File: config.mk
export PLATFORM = sky130hd
export DESIGN_NAME = testrig_dii_instr_feed
export DESIGN_NICKNAME = d
export VERILOG_FILES = /design/src/rtl/testrig_dii_instr_feed.sv
export SDC_FILE = /design/constraint.sdc
export NUM_CORES = 1
export LEC_CHECK = 0
export ABC_AREA = 1
export CAP_MARGIN = 5
export CORE_ASPECT_RATIO = 0.9
export CORE_MARGIN = 2
export CORE_UTILIZATION = 49
export CTS_CLUSTER_SIZE = 20
export DETAILED_ROUTE_END_ITERATION = 8
export DONT_BUFFER_PORTS = 1
export HOLD_SLACK_MARGIN = 0.1
export MAX_ROUTING_LAYER = met4
export PLACE_DENSITY = 0.75
export SLEW_MARGIN = 40
export SYNTH_ARGS = -nofsm -noshare
export SYNTH_HDL_FRONTEND = slang
export SYNTH_SLANG_ARGS = --single-unit
File: constraint.sdc
create_clock -name clk_i -period 4.2 [get_ports clk_i]
set_input_delay 0.42 -clock clk_i [delete_from_list [all_inputs] [get_ports clk_i]]
set_output_delay 0.42 -clock clk_i [all_outputs]
set_load 0.005 [all_outputs]
File: src/rtl/testrig_dii_instr_feed.sv
// -----------------------------------------------------------------------------
// testrig_dii_instr_feed
//
// Instruction-side Direct Instruction Injection feeder for the TestRIG build of
// the CHERIoT Ibex top. Instruction words streamed from the harness are queued
// in a circular FIFO. Every core fetch request is answered with the next queued
// word, regardless of the fetch address, over the req/gnt/rvalid protocol.
// Fetch is stalled (grant withheld) while the queue is empty.
//
// Ports:
//   clk_i, rst_ni         core clock, asynchronous active-low reset
//   flush_i               synchronous flush, discards all queued words
//   dii_valid_i           harness offers dii_insn_i
//   dii_insn_i  [31:0]    offered instruction word
//   dii_ready_o           word accepted this cycle (when valid)
//   instr_req_i           core fetch request
//   instr_addr_i [31:0]   fetch address, ignored
//   instr_gnt_o           fetch granted, head word popped this cycle
//   instr_rvalid_o        response valid (one cycle after grant)
//   instr_rdata_o [32:0]  response data, bit 32 (tag) is always 0
//   instr_rdata_intg_o [6:0]  inverted SECDED(39,32) check bits of rdata[31:0]
//   instr_err_o           bus error, always 0
//   fifo_count_o          number of queued words
//   delivered_cnt_o [31:0] responses delivered since reset (wraps)
// -----------------------------------------------------------------------------
module testrig_dii_instr_feed #(
    parameter int unsigned FifoDepth = 8
) (
    input  logic                           clk_i,
    input  logic                           rst_ni,
    input  logic                           flush_i,
    input  logic                           dii_valid_i,
    input  logic [31:0]                    dii_insn_i,
    output logic                           dii_ready_o,
    input  logic                           instr_req_i,
    input  logic [31:0]                    instr_addr_i,
    output logic                           instr_gnt_o,
    output logic                           instr_rvalid_o,
    output logic [32:0]                    instr_rdata_o,
    output logic [6:0]                     instr_rdata_intg_o,
    output logic                           instr_err_o,
    output logic [$clog2(FifoDepth+1)-1:0] fifo_count_o,
    output logic [31:0]                    delivered_cnt_o
);

    localparam int unsigned PtrW = (FifoDepth > 1) ? $clog2(FifoDepth) : 1;
    localparam int unsigned CntW = $clog2(FifoDepth + 1);

    // Inverted SECDED(39,32) encoder: check bits only. The inversion makes the
    // encoding of an all-zero word 7'h2A rather than 7'h00.
    function automatic logic [6:0] secded_inv_39_32_chk(input logic [31:0] d);
        logic [6:0] p;
        p[0] = ^(d & 32'h2606BD25);
        p[1] = ^(d & 32'hDEBA8050);
        p[2] = ^(d & 32'h413D89AA);
        p[3] = ^(d & 32'h31234ED1);
        p[4] = ^(d & 32'hC2C1323B);
        p[5] = ^(d & 32'h2DCC624C);
        p[6] = ^(d & 32'h98505586);
        return p ^ 7'h2A;
    endfunction

    // Pointer increment that wraps at FifoDepth, also for non-power-of-two depths.
    function automatic logic [PtrW-1:0] ptr_inc(input logic [PtrW-1:0] p);
        return (p == PtrW'(FifoDepth - 1)) ? '0 : p + 1'b1;
    endfunction

    logic [31:0]     mem_q [FifoDepth];
    logic [PtrW-1:0] wr_ptr_q;
    logic [PtrW-1:0] rd_ptr_q;
    logic [CntW-1:0] count_q;
    logic [CntW-1:0] count_d;
    logic            rvalid_q;
    logic [31:0]     rdata_q;
    logic [31:0]     delivered_q;

    logic push;
    logic pop;

    // The fetch address carries no information for the feeder.
    logic unused_addr;
    assign unused_addr = ^instr_addr_i;

    assign dii_ready_o = !flush_i && (count_q < CntW'(FifoDepth));
    assign instr_gnt_o = instr_req_i && !flush_i && (count_q != '0);

    assign push = dii_valid_i && dii_ready_o;
    assign pop  = instr_gnt_o;

    // NOTE: every variable written here gets a default first, so no path
    // through the block leaves it unassigned and no latch is inferred.
    always_comb begin
        count_d = count_q;
        unique case ({push, pop})
            2'b10:   count_d = count_q + 1'b1;
            2'b01:   count_d = count_q - 1'b1;
            default: count_d = count_q;  // idle, or push and pop together
        endcase
    end

    // NOTE: sequential state uses non-blocking assignments so every register
    // samples the pre-edge values regardless of statement order.
    always_ff @(posedge clk_i or negedge rst_ni) begin
        if (!rst_ni) begin
            wr_ptr_q <= '0;
            rd_ptr_q <= '0;
            count_q  <= '0;
        end else if (flush_i) begin
            wr_ptr_q <= '0;
            rd_ptr_q <= '0;
            count_q  <= '0;
        end else begin
            if (push) wr_ptr_q <= ptr_inc(wr_ptr_q);
            if (pop)  rd_ptr_q <= ptr_inc(rd_ptr_q);
            count_q <= count_d;
        end
    end

    // NOTE: the storage array has no reset; a slot is only ever read after
    // it has been written, so clearing it would buy nothing.
    always_ff @(posedge clk_i) begin
        if (push) mem_q[wr_ptr_q] <= dii_insn_i;
    end

    // Response register. Grant is already suppressed during flush, so a
    // response granted in the cycle before a flush still completes.
    always_ff @(posedge clk_i or negedge rst_ni) begin
        if (!rst_ni) begin
            rvalid_q    <= 1'b0;
            rdata_q     <= '0;
            delivered_q <= '0;
        end else begin
            rvalid_q <= pop;
            if (pop)      rdata_q     <= mem_q[rd_ptr_q];
            if (rvalid_q) delivered_q <= delivered_q + 32'd1;
        end
    end

    assign instr_rvalid_o     = rvalid_q;
    assign instr_rdata_o      = {1'b0, rdata_q};
    assign instr_rdata_intg_o = secded_inv_39_32_chk(rdata_q);
    assign instr_err_o        = 1'b0;
    assign fifo_count_o       = count_q;
    assign delivered_cnt_o    = delivered_q;

endmodule

==> results_dict.tcl <==
set metrics [dict create \
    grt_max_degree 77 \
    initial_utilization_pct 50.0 \
    critPathKind "flip-flop to flip-flop" \
    async_flop_share_pct 22.7 \
    synth-seq-cells 331 \
    vias 9230 \
    grtUsageTotal_pct 22.8 \
    synthSimpleGateAreaFrac_pct 11.9 \
    setup_viol 0 \
    synth_edf_count 256 \
    cts_tree "done" \
    drive_above_1_share_pct 7.86 \
    pwr-share-clk_pct 28.0 \
    die_h_um 165 \
    synth.yosys.warnings 0 \
    netlist-cell-type-count 33 \
    period_needed_ns 2.68 \
    p_comb_share_pct 32.2 \
    dp_hpwl_um 19500 \
    tightest_slew_ns 0.848 \
    post-route-util_pct 56.8 \
    first_pass_iters 5 \
    synthCells 1189 \
    finalCritPeriodShare_pct 63.9 \
    syn_area_per_cell_um2 11.8 \
    max_freq_mhz 373 \
    clkSlewWorstSetupHoldPaths_ns 0.06 \
    io_pins 149 \
    areaGrowthSynthToFinish_pct 13.6 \
    skew_ns 0.0181 \
    place.gp.congestion 0.879 \
    drc 0 \
    synth_flop_cell "edfxtp_1" \
    drt_iter0_drc 789 \
    synth_top_area_share_pct 54.7 \
    critPathArrivalTime_ns 2.88 \
    first_global_vias 9026 \
    wl_per_cell_um 20.6 \
    p_switching_w 0.00395 \
    ir_drop_uv 391 \
    antenna_found_initial 0 \
    worstSetupStartpointType "flip-flop" \
    worstSkewPairLatency_ns 0.52 \
    ys_seq_area_share_pct 68.0 \
    wl_um 33100 \
    drv_slew 0 \
    finalHoldWorstSlack_ns 0.124 \
    critPathMaxFanout 21 \
    maxSlewHeadroom_pct 43.3 \
    hold_violations 0 \
    critPathCaptureType "flip-flop" \
    hold_class "primary input to flip-flop" \
    synthAdderAreaFrac_pct 0.623 \
    grt_overflow 0 \
    fp.dieArea_um2 30100 \
    p_int_w 0.00683 \
    synth_xor_area_share_pct 5.92 \
    tns_ns 0 \
    final_nets 1298 \
    status "complete, no violations" \
    cts.sinks 331 \
    die_x_um 183 \
    clockBufferDepth 3 \
    htreeDepth 2 \
    synth_top_family_by_area "simple AND/OR/NAND/NOR gates" \
    numPortBuffers 0 \
    switching_share_pct 36.7 \
    grt_pass1_wl_um 50600 \
    core_um2 28100 \
    ant_nets 0 \
    vias_per_cell 5.74 \
    cts_buffers 34 \
    root_buffer "clkbuf_16" \
    postCtsSetupBuffers 0 \
    rsz0062_at_grt "no" \
    synth_area_leaders "edfxtp_1 55%, dfrtp_1 13%, o21ai_0 5.2%" \
    syn_area_um2 14100 \
    power_frac_seq_pct 39.7 \
    muxShareOfSynthArea_pct 0 \
    diodes 0 \
    crit_required_ns 4.39 \
    power_w 0.0108 \
    pwr_density_cell_nw_per_um2 675 \
    num_rows 58 \
    p_leak_nw 5.91 \
    drv_cap 0 \
    synth.largest_area_cell "edfxtp_1" \
    synth_compound_area_share_pct 9.63 \
]
-- power groups by stage --
stage / combinational [W] / sequential [W] / clock (W)
detailed placement: 0.00337 / 0.00434 / 0
floorplan: 0.00261 / 0.00414 / 0
finish: 0.00347 / 0.00428 / 0.00302
CTS: 0.00347 / 0.00428 / 0.00305
global route: 0.00387 / 0.00432 / 0.00320
global placement: 0.00330 / 0.00434 / 0
-- routing by layer --
layer  part of all wire, %  global-route usage [%]  routed length (um)
met5                     0                       -                   0
met4                   3.1                    8.17                1040
met3                    10                    6.48                3350
met2                    46                    35.0               15200
met1                    41                    29.3               13500
-- worst max-delay path, cell delays in order (launching register included) --
cell     delay [ns]
dfrtp_1        0.45
nor2_1         0.21
nand2_1        0.17
inv_1          0.16
nand2_1        0.26
nor2_4         0.73
buf_4          0.39
-- logic make-up (layout without fill, tap and decap cells) --
group / count (synthesis) / in the layout
simple gates: 396 / 396
flops: 331 / 331
compound gates: 229 / 229
buf+inv: 130 / 187
xor+xnor: 95 / 95
fa+ha+maj: 7 / 7
other cells: 1 / 2
-- cells in the final DEF (no fill, tap or decap), types with 8 or more instances in the layout --
cell type | Yosys | routed
o221ai_1 | 48 | 48
o22ai_1 | 19 | 19
nor3_1 | 8 | 8
xnor2_1 | 39 | 39
buf_4 | 3 | 17
nor2_1 | 172 | 164
o21ai_0 | 147 | 147
dlygate4sd3_1 | 0 | 34
o21ai_1 | 13 | 13
nor2_4 | 1 | 9
clkbuf_16 | 0 | 35
edfxtp_1 | 256 | 256
dfrtp_1 | 75 | 73
xor2_1 | 56 | 56
nand2_1 | 141 | 141
nand3_1 | 44 | 44
nand4_1 | 9 | 9
inv_1 | 69 | 68
-- area by class of cell --
type / instances / area, um2
fill: 2220 / 12100
inverter: 72 / 278
timing repair buffer: 54 / 538
clock inverter: 14 / 149
multi-input combinational: 729 / 4010
sequential: 331 / 9570
clock buffer: 47 / 971
tap: 360 / 450
-- cell usage after synthesis (19+ instances only) --
master	number
edfxtp_1	256
o221ai_1	48
nor2_1	172
o22ai_1	19
xnor2_1	39
nand2_1	141
o21ai_0	147
inv_1	69
dfrtp_1	75
nand3_1	44
xor2_1	56
clkbuf_1	38
-- timing repair --
item | CTS | global route
gates resized for setup | 0 | 0
hold endpoints to repair | 333 | 0
hold buffers | 35 | 0
-- metrics by stage --
step	area (um2)	setup WS (ns)	std cells
5_1_grt	16000	1.40	1607
3_3_place_gp	14400	1.59	1509
6_report	16000	1.52	1607
4_1_cts	15900	1.48	1605
2_1_floorplan	14100	1.49	1190
3_5_place_dp	14400	1.47	1509
-- registers in the layout (all words and copies together), names as in the netlist --
name	cells
wr_ptr_q	3
delivered_cnt_o	32
rd_ptr_q	3
mem_q	256
rdata_q	32
instr_rvalid_o	1
fifo_count_o	4
-- path summary, 6_finish.rpt --
check	startpoint	end	slack, ns	depth (start not counted)
max	fifo_count_o[3]	mem_q[7][2]	1.52	6
min	flush_i	wr_ptr_q[0]	0.12	3
max reg2reg	fifo_count_o[3]	mem_q[7][2]	1.52	6
min reg2reg	delivered_cnt_o[31]	delivered_cnt_o[31]	0.50	1
max in group asynchronous	rst_ni	rd_ptr_q[1]	3.40	2
min in group asynchronous	rst_ni	delivered_cnt_o[2]	0.47	2
No activity file was read; power rests on OpenSTA's default activity.
